[src/rtl/pipelined_param_adder.sv]
// pipelined_param_adder
// WIDTH-bit add/subtract with carry/borrow-in. The carry chain is cut into
// SEG-bit segments with one register stage per segment, so a beat takes
// STAGES = WIDTH/SEG cycles and one beat is accepted per cycle. A single
// global advance signal stalls every stage at once. Flow control on both
// sides uses valid/ready.
module pipelined_param_adder #(
  parameter int WIDTH = 16,
  parameter int SEG   = 4
) (
  input  logic             clk,
  input  logic             rst_n,
  input  logic             in_valid,
  output logic             in_ready,
  input  logic [WIDTH-1:0] a,
  input  logic [WIDTH-1:0] b,
  input  logic             cin,
  input  logic             sub,
  output logic             out_valid,
  input  logic             out_ready,
  output logic [WIDTH-1:0] sum,
  output logic             cout,
  output logic             ovf
);

  // SEG_SAFE keeps the derived constants computable when SEG is illegal, so
  // that the elaboration error below is the message the user sees.
  localparam int SEG_SAFE = (SEG < 1) ? 1 : SEG;
  localparam int STAGES   = WIDTH / SEG_SAFE;
  localparam int LAST     = STAGES - 1;

  if (SEG < 1) begin : g_bad_seg
    $error("pipelined_param_adder: SEG must be at least 1");
  end else if ((WIDTH % SEG) != 0) begin : g_bad_width
    $error("pipelined_param_adder: WIDTH must be a multiple of SEG");
  end

  // Result of one segment of the carry chain. cmsb is the carry into the
  // segment's top bit. Only the last stage keeps it, for signed overflow.
  typedef struct packed {
    logic [SEG_SAFE-1:0] s;
    logic                cout;
    logic                cmsb;
  } seg_res_t;

  // Bit-level ripple across one segment. The carry into the top bit is
  // returned as well as the carry out.
  function automatic seg_res_t seg_add(input logic [SEG_SAFE-1:0] x,
                                       input logic [SEG_SAFE-1:0] y,
                                       input logic                ci);
    seg_res_t r;
    logic     c;
    r = '0;
    c = ci;
    for (int i = 0; i < SEG_SAFE; i++) begin
      if (i == SEG_SAFE - 1) r.cmsb = c;
      r.s[i] = x[i] ^ y[i] ^ c;
      c      = (x[i] & y[i]) | (c & (x[i] ^ y[i]));
    end
    r.cout = c;
    return r;
  endfunction

  // Per-stage state. Stage k holds the full operand words, so the upper
  // segments are still available to later stages. It also holds the result
  // bits resolved so far and the carry out of its own segment.
  logic             valid_q [STAGES];
  logic             valid_d [STAGES];
  logic [WIDTH-1:0] a_q     [STAGES];
  logic [WIDTH-1:0] a_d     [STAGES];
  logic [WIDTH-1:0] b_q     [STAGES];
  logic [WIDTH-1:0] b_d     [STAGES];
  logic [WIDTH-1:0] sum_q   [STAGES];
  logic [WIDTH-1:0] sum_d   [STAGES];
  logic             carry_q [STAGES];
  logic             carry_d [STAGES];
  logic             cmsb_q;
  logic             cmsb_d;

  logic             advance;
  logic [WIDTH-1:0] b_eff;
  logic             c_eff;

  // Stage-input selection scratch used inside the next-state block.
  logic             src_valid;
  logic [WIDTH-1:0] src_a;
  logic [WIDTH-1:0] src_b;
  logic [WIDTH-1:0] src_sum;
  logic             src_c;
  seg_res_t         res;

  // Subtraction is a + ~b + ~borrow. The borrow-in becomes an inverted carry-in.
  assign b_eff = sub ? ~b : b;
  assign c_eff = sub ? ~cin : cin;

  // All stages move together. A full output slot that is not being taken
  // freezes the whole pipe. in_ready does not depend on in_valid.
  assign advance  = !valid_q[LAST] || out_ready;
  assign in_ready = advance;

  assign out_valid = valid_q[LAST];
  assign sum       = sum_q[LAST];
  assign cout      = carry_q[LAST];
  assign ovf       = cmsb_q ^ carry_q[LAST];

  // Next state of every stage: hold when stalled, otherwise take the
  // previous stage (or the input port) and resolve one more segment.
  always_comb begin
    // NOTE: every variable written here gets a default first so that no path
    // leaves it unassigned; otherwise synthesis would infer a latch.
    src_valid = 1'b0;
    src_a     = '0;
    src_b     = '0;
    src_sum   = '0;
    src_c     = 1'b0;
    res       = '0;
    cmsb_d    = cmsb_q;
    for (int k = 0; k < STAGES; k++) begin
      valid_d[k] = valid_q[k];
      a_d[k]     = a_q[k];
      b_d[k]     = b_q[k];
      sum_d[k]   = sum_q[k];
      carry_d[k] = carry_q[k];
    end

    if (advance) begin
      for (int k = 0; k < STAGES; k++) begin
        if (k == 0) begin
          src_valid = in_valid;
          src_a     = a;
          src_b     = b_eff;
          src_sum   = '0;
          src_c     = c_eff;
        end else begin
          src_valid = valid_q[k-1];
          src_a     = a_q[k-1];
          src_b     = b_q[k-1];
          src_sum   = sum_q[k-1];
          src_c     = carry_q[k-1];
        end

        res = seg_add(src_a[k*SEG_SAFE +: SEG_SAFE],
                      src_b[k*SEG_SAFE +: SEG_SAFE], src_c);

        valid_d[k]                         = src_valid;
        a_d[k]                             = src_a;
        b_d[k]                             = src_b;
        sum_d[k]                           = src_sum;
        sum_d[k][k*SEG_SAFE +: SEG_SAFE]   = res.s;
        carry_d[k]                         = res.cout;
        if (k == LAST) cmsb_d              = res.cmsb;
      end
    end
  end

  // Pipeline registers. Asynchronous reset clears valid bits and data alike.
  always_ff @(posedge clk or negedge rst_n) begin
    if (!rst_n) begin
      // NOTE: the data arrays are reset as well as the valid bits. This makes
      // sum/cout/ovf read zero from reset and keeps X out of the datapath.
      for (int k = 0; k < STAGES; k++) begin
        valid_q[k] <= 1'b0;
        a_q[k]     <= '0;
        b_q[k]     <= '0;
        sum_q[k]   <= '0;
        carry_q[k] <= 1'b0;
      end
      cmsb_q <= 1'b0;
    end else begin
      // NOTE: use non-blocking assignments here. Every stage then samples the
      // previous stage's old value, which is what makes this a pipeline.
      for (int k = 0; k < STAGES; k++) begin
        valid_q[k] <= valid_d[k];
        a_q[k]     <= a_d[k];
        b_q[k]     <= b_d[k];
        sum_q[k]   <= sum_d[k];
        carry_q[k] <= carry_d[k];
      end
      cmsb_q <= cmsb_d;
    end
  end

endmodule

[config.mk]
export PLATFORM = sky130hd
export DESIGN_NAME = pipelined_param_adder
export DESIGN_NICKNAME = d
export VERILOG_FILES = /design/src/rtl/pipelined_param_adder.sv
export SDC_FILE = /design/constraint.sdc
export NUM_CORES = 1
export LEC_CHECK = 0
export ABC_AREA = 1
export ABC_CLOCK_PERIOD_IN_PS = 2450
export BUFFER_PORTS_ARGS = -buffer_cell sky130_fd_sc_hd__buf_2
export CAP_MARGIN = 30
export CORE_MARGIN = 10
export CORE_UTILIZATION = 30
export CTS_CLUSTER_SIZE = 16
export DETAILED_ROUTE_END_ITERATION = 10
export PLACE_DENSITY = 0.57
export RECOVER_POWER = 50
export SLEW_MARGIN = 40
export SYNTH_ARGS = -nofsm -noshare
export SYNTH_HDL_FRONTEND = slang
export SYNTH_SLANG_ARGS = --single-unit
[constraint.sdc]
create_clock -name clk -period 2.45 [get_ports clk]
set_clock_uncertainty 0.15 [all_clocks]
set_input_delay 0.1225 -clock clk [delete_from_list [all_inputs] [get_ports clk]]
set_output_delay 0.1225 -clock clk [all_outputs]
set_load 0.01 [all_outputs]
==> flow_metrics.py, run 1 <==
metrics = {
    "place": {
        "dp_hpwl_um": 6010,
        "port_buffers": 57,
        "gp_congestion": 0.797,
    },
    "detailed_routing": {
        "wl_per_cell_um": 11.8,
        "antenna_left": 0,
        "vias": 2941,
        "drt_pass1_iterations": 4,
        "drt_iter0_markers": 178,
        "via_per_inst": 4.07,
        "drt_wl_total_um": 8550,
        "drc": 0,
    },
    "timing": {
        "tightest_slew_ns": 1.03,
        "rsz0062_at_grt": "false",
        "max_freq_ghz": 0.430,
        "hold_violations": 0,
        "fin_crit_sh_pct": 94.9,
        "slew_violations": 0,
        "final.setup.tns_ns": 0,
        "slew_headroom_pct": 31.3,
        "hold_slack_ns": 0.0323,
        "fin_crit_ns": 2.32,
        "setup-violations-final": 0,
    },
    "logic_synthesis": {
        "synthArstFlopShare_pct": 100,
        "yosysMostFrequentCell": "nand2_1",
        "netlist_top_cells_count": "197 x nand2_1, 97 x dfrtp_1, 53 x inv_1",
        "synth.distinct_cells": 14,
        "ys_seq_elements": 97,
        "synth_area_leader_cell": "dfrtp_1",
        "yosys_warnings": 0,
        "syn_area_per_cell_um2": 9.12,
        "synth_ff_type": "dfrtp_1",
        "synth_area_leaders": "dfrtp_1 56%, nand2_1 17%, fa_1 7.4%",
        "synth_edf_count": 0,
        "synthCells": 475,
        "synth_fp_nets": 529,
        "synth-seq-area-share_pct": 56.1,
        "synth_top_area_share_pct": 56.1,
        "synth_area_um2": 4330,
    },
    "clock_network": {
        "postCtsSetupRepairBufs": 0,
        "cts_tree": "built",
        "cts_sinks": 97,
        "htreeDepth": 3,
        "cts_made_buffers": 9,
        "clk_latency_ns": 0.34,
        "cts-root-buf": "clkbuf_16",
        "path_clk_slew_ns": 0.07,
        "clock_path_buffers": 2,
    },
    "pwr": {
        "ir_worst_vdd_uv": 363,
        "p_per_area_nw_per_um2": 1170,
        "intPower_uw": 4080,
        "p_seq_share_pct": 43.1,
        "p_comb_share_pct": 30.6,
        "p_switching_uw": 2100,
        "p_sw_share_pct": 34.0,
        "leakage_uw": 0.00269,
        "p_clk_share_pct": 26.3,
    },
    "critical_path": {
        "worst_r2r_endpoint": "sum_q[27]$_DFFE_PN0P_",
        "critPathBufInv": 3,
        "critical-path-max-stage-delay_ns": 0.39,
        "critPathMostFrequentCell": "fa_1",
        "crit_end": "sum_q[27]$_DFFE_PN0P_",
        "crit_path_start": "a_q[40]$_DFFE_PN0P_",
        "critPathMaxFanout": 2,
        "regToRegSetupSlack_ns": 0.13,
        "critical_path.top_delay_family": "adder cells",
        "cp_num_cells": 8,
        "cp-end-kind": "flip-flop",
        "rr_worst_depth": 8,
        "cp-start-kind": "flip-flop",
        "reg2reg_from": "a_q[40]$_DFFE_PN0P_",
        "critical_path_class": "reg -> reg",
        "cp.required_ns": 2.55,
        "cp_slowest_cell": "fa_1",
        "cp_cell_sequence": "inv_1 -> fa_1 -> inv_1 -> fa_1 -> fa_1 -> inv_1 -> fa_1 -> o21ai_0",
        "arrival_ns": 2.43,
    },
    "die": {
        "ios": 58,
        "row_count": 43,
        "die_w_um": 140,
        "chipHeight_um": 140,
        "core_um2": 14000,
        "die_area_um2": 19600,
        "start_util_pct": 31.0,
    },
    "grt": {
        "grt_pass1_wl_um": 15000,
        "grt_overflow_total": 0,
        "grt_max_degree": 97,
        "grt_use_total_pct": 9.18,
        "antenna_found_initial": 0,
        "grt_pass1_vias": 3022,
    },
    "run_status": {
        "outcome": "finished clean",
    },
    "finish": {
        "area_growth_pct": 21.6,
        "antenna_cells": 0,
        "drive_gt1_share_pct": 13.3,
        "fin_nets": 591,
    },
    "worst_hold_path": {
        "hold_path_class": "in -> reg",
    },
    "flow_run": {
        "drv_cap": 0,
    },
}
[logic make-up after synthesis]
group	Yosys count	share of synthesized area, %
flops	97	56.1
compound gates	52	6.01
buf+inv	93	10.5
fa+ha+maj	16	7.40
xor+xnor	6	1.21
simple gates	211	18.9
[layout by cell type, fill, tap and decap left out]
cell type and count:
nand2_1 197, inv_6 2, nand2_2 1, nand3_1 12, buf_2 45, dlygate4sd3_1 26, nor2_4 1, buf_4 3
buf_12 2, inv_1 53, o21ai_0 52, xor2_1 2, fa_1 14, clkbuf_1 13, xnor2_1 4, dfrtp_1 97
clkinv_2 1, clkbuf_2 1, clkbuf_16 9, inv_2 1, fa_2 2, bufinv_16 3, clkbuf_8 1
[state kept, by name (all words and copies together), names as in the netlist]
signal     flops
b_q           24
a_q           24
sum_q         24
carry_q        3
cmsb_q         1
cout           1
sum           16
out_valid      1
valid_q        3
[power by group through the flow]
stage                     Sequential [µW]  Combinational [µW]  Clock [µW]
final                                2660                1890        1620
after global routing                 2760                2270        1740
after CTS                            2660                1980        1670
after detailed placement             2690                1940           0
after global placement               2670                1890           0
after floorplan                      2610                1510           0
[worst register-to-register path: stages (launching register included)]
cell and delay, ns:
dfrtp_1 0.36, inv_1 0.10, fa_1 0.18, inv_1 0.05, fa_1 0.39, fa_1 0.37
inv_1 0.07, fa_1 0.39, o21ai_0 0.18
[worst min path at each step]
| stage | endpoint | cells past startpoint | from | slack [ns] |
|---|---|---|---|---|
| after global placement | a_q[45]$_DFFE_PN0P_ | 1 | rst_n | -0.16 |
| after global routing | sum_q[51]$_DFFE_PN0P_ | 4 | a[3] | 0.08 |
| after CTS | a_q[59]$_DFFE_PN0P_ | 2 | rst_n | 0.02 |
| after detailed placement | a_q[45]$_DFFE_PN0P_ | 1 | rst_n | -0.16 |
| after floorplan | a_q[28]$_DFFE_PN0P_ | 0 | rst_n | -0.32 |
| final | sum_q[51]$_DFFE_PN0P_ | 4 | a[3] | 0.03 |
[per-stage QoR]
stage               total power, µW  area [µm²]  instances  setup slack (ns)  util [%]
finish                         6170        5260        722             0.125      37.6
global route                   6760        5260        722            0.0111      37.6
CTS                            6320        5300        722             0.129      37.9
detailed placement             4630        4690        680           -0.0468      33.5
global placement               4560        4690        680           0.00705      33.5
floorplan                      4120        4340        475           -0.0164         -
[final cells by class]
type | instances | area [µm²]
clock buffers | 10 | 239
repair buffers | 90 | 602
multi-input cells | 285 | 1460
well taps | 180 | 225
flip-flops and latches | 97 | 2430
fillers | 1408 | 8720
inverters | 54 | 203
clock inverters | 6 | 113
[routing by layer]
metal / wire length [µm] / up-vias / global-route usage (%)
met5: 0 / - / 0
met4: 180 / 0 / 4.24
met3: 247 / 13 / 2.03
met2: 3630 / 45 / 13.4
met1: 4500 / 1343 / 12.6
li1: - / 1540 / -
[timing repair]
item                       in CTS  in global routing
hold buffers                   26                  0
hold endpoints to repair      122                  0
setup endpoints to repair       0                  0
gates resized for setup         0                  0
Note: power is estimated with default switching activity, not from simulation.
==> inputs of run 2 (changes only) <==
SETUP_SLACK_MARGIN = 0.2   (was not set)
==> run 2 against run 1 <==
  * Design area rose by 1.0%
  * Wire length rose by 0.37%
  * Setup slack improved by 0.15 ns
  * Critical path depth did not move
  * Core utilization rose by 0.38 points
  * Die area did not move
  * Sequential power barely moved
  * Global-route usage did not move
  * Critical endpoint unchanged
  * Non-clock buffer count rose by 3
  * Via count rose by 0.20%
  * Combinational power rose by 4%
  * Highest routed layer unchanged
  * Maximum frequency rose by 7.1%
==> flow_metrics.py, run 2 (synthesis gave the netlist of run 1 again) <==
metrics = {
    "pwr": {
        "p_sw_share_pct": 33.9,
        "p_seq_share_pct": 42.6,
        "p_switching_uw": 2120,
        "finalPower_uw": 6260,
        "p_comb_share_pct": 31.5,
        "p_per_area_nw_per_um2": 1180,
        "leakage_uw": 0.00270,
        "intPower_uw": 4130,
        "p_clk_share_pct": 25.9,
        "ir_worst_vdd_uv": 393,
    },
    "timing": {
        "rsz0062_at_grt": "true",
        "max_freq_ghz": 0.461,
        "setup-violations-final": 0,
        "finalWorstSetupSlack_ns": 0.280,
        "hold_violations": 0,
        "slew_headroom_pct": 39.8,
        "tightest_slew_ns": 0.903,
        "final.setup.tns_ns": 0,
        "slew_violations": 0,
        "fin_crit_sh_pct": 88.6,
        "fin_crit_ns": 2.17,
    },
    "finish": {
        "drive_gt1_share_pct": 16.0,
        "fin_cells": 725,
        "multi_input_area_um2": 1470,
        "nFillCells": 1409,
        "regArea_um2": 2430,
        "final_cell_mix": "197 x nand2_1, 97 x dfrtp_1, 50 x o21ai_0",
        "layout.cells.most_common": "nand2_1",
        "fin_nets": 594,
        "antenna_cells": 0,
        "reg.largest.list": "a_q (24), b_q (24), sum_q (24)",
        "postLayoutCellArea_um2": 5320,
        "area_growth_pct": 22.8,
    },
    "grt": {
        "grt_pass1_vias": 3019,
        "grt_use_total_pct": 9.18,
        "grt_pass1_wl_um": 15000,
        "antenna_found_initial": 0,
        "grt_overflow_total": 0,
        "grt_max_degree": 97,
    },
    "detailed_routing": {
        "wl_met3_um": 306,
        "drt-met1-wl_um": 4410,
        "drt_wl_total_um": 8580,
        "route.met2.wl_um": 3680,
        "wl_per_cell_um": 11.8,
        "drc": 0,
        "drt_iter0_markers": 220,
        "via_per_inst": 4.06,
        "top_layer": "met4",
        "vias": 2947,
        "antenna_left": 0,
        "drt_pass1_iterations": 4,
    },
    "worst_hold_path": {
        "whs_path_depth": 4,
        "hold_path_startpoint": "a[3]",
        "hold_path_class": "in -> reg",
        "hold_end": "sum_q[51]$_DFFE_PN0P_",
    },
    "die": {
        "chipHeight_um": 140,
        "ios": 58,
        "die_w_um": 140,
        "core_um2": 14000,
        "row_count": 43,
        "start_util_pct": 31.0,
        "die_area_um2": 19600,
    },
    "place": {
        "port_buffers": 57,
        "pre_cts_slack_ns": -0.0468,
        "postPlaceCellArea_um2": 4690,
        "gp_congestion": 0.797,
        "placed_cells": 680,
        "dp_hpwl_um": 6010,
    },
    "clock_network": {
        "cts_made_buffers": 9,
        "cts_sinks": 97,
        "clk_latency_ns": 0.34,
        "cts-root-buf": "clkbuf_16",
        "clock_path_buffers": 2,
        "htreeDepth": 3,
        "path_clk_slew_ns": 0.07,
        "cts_tree": "built",
    },
    "critical_path": {
        "cp_slowest_cell": "fa_1",
        "critPathMaxFanout": 2,
        "reg2reg_from": "a_q[40]$_DFFE_PN0P_",
        "regToRegSetupSlack_ns": 0.28,
        "critical_path_class": "reg -> reg",
        "worst_r2r_endpoint": "sum_q[27]$_DFFE_PN0P_",
        "cp_cell_sequence": "inv_2 -> fa_2 -> inv_1 -> fa_2 -> fa_2 -> inv_2 -> fa_1 -> o21ai_1",
        "cp.required_ns": 2.56,
        "cp-end-kind": "flip-flop",
        "rr_worst_depth": 8,
        "critPathMostFrequentCell": "fa_2",
        "critical-path-max-stage-delay_ns": 0.39,
        "arrival_ns": 2.28,
        "cp-start-kind": "flip-flop",
    },
    "flow_run": {
        "drv_cap": 0,
    },
    "run_status": {
        "outcome": "finished clean",
    },
}
run 2: cell types whose count changed in the layout (fill, tap and decap cells not counted), sizes merged:
cell  change
buf       +3
run 2: layer usage:
metal | global-route usage, % | vias up
met2 | 13.3 | 55
li1 | - | 1544
met5 | 0 | -
met3 | 2.03 | 13
met4 | 4.24 | 0
met1 | 12.7 | 1335
run 2: cell type report:
type                       instances  area share (%)
clock buffer                      10            4.50
clock inverter                     6            2.12
inverter                          54            3.81
multi-input combinational        285            27.7
sequential                        97            45.7
tap                              180            4.24
timing repair buffer              93            12.0
run 2: critical path: cells and delay by family, from the launching register on:
kind | cells | cell delay [ns]
fa+ha+maj | 4 | 1.26
flops | 1 | 0.37
buf+inv | 3 | 0.18
compound gates | 1 | 0.13
run 2: timing repair:
item / 4_1_cts / 5_1_grt
pin swaps: 0 / 3
endpoints found under the hold margin: 122 / 0
setup buffers: 0 / 3
gates resized for setup: 4 / 10
setup endpoints to repair: 3 / 3
hold buffers: 26 / 0
run 2: worst max-delay path by stage:
stage | startpoint | cells past startpoint | to
4_1_cts | b_q[40]$_DFFE_PN0P_ | 8 | sum_q[27]$_DFFE_PN0P_
3_3_place_gp | sub | 9 | sum_q[51]$_DFFE_PN0P_
3_5_place_dp | sub | 9 | sum_q[51]$_DFFE_PN0P_
5_1_grt | rst_n | 3 | cout$_DFFE_PN0P_
2_1_floorplan | sub | 10 | sum_q[51]$_DFFE_PN0P_
6_report | a_q[40]$_DFFE_PN0P_ | 8 | sum_q[27]$_DFFE_PN0P_
run 2: power groups by stage:
stage	Combinational (µW)	Clock, µW	Sequential [µW]
after floorplan	1510	0	2610
after global placement	1890	0	2670
after detailed placement	1940	0	2690
after CTS	2000	1670	2670
after global routing	2350	1740	2760
final	1970	1620	2670
run 2: per-stage QoR:
| stage | hold slack [ns] | util [%] |
|---|---|---|
| floorplan | -0.323 | - |
| CTS | 0.0215 | 37.9 |
| global placement | -0.158 | 33.5 |
| global route | 0.0781 | 38.0 |
| finish | 0.0324 | 38.0 |
| detailed placement | -0.159 | 33.5 |
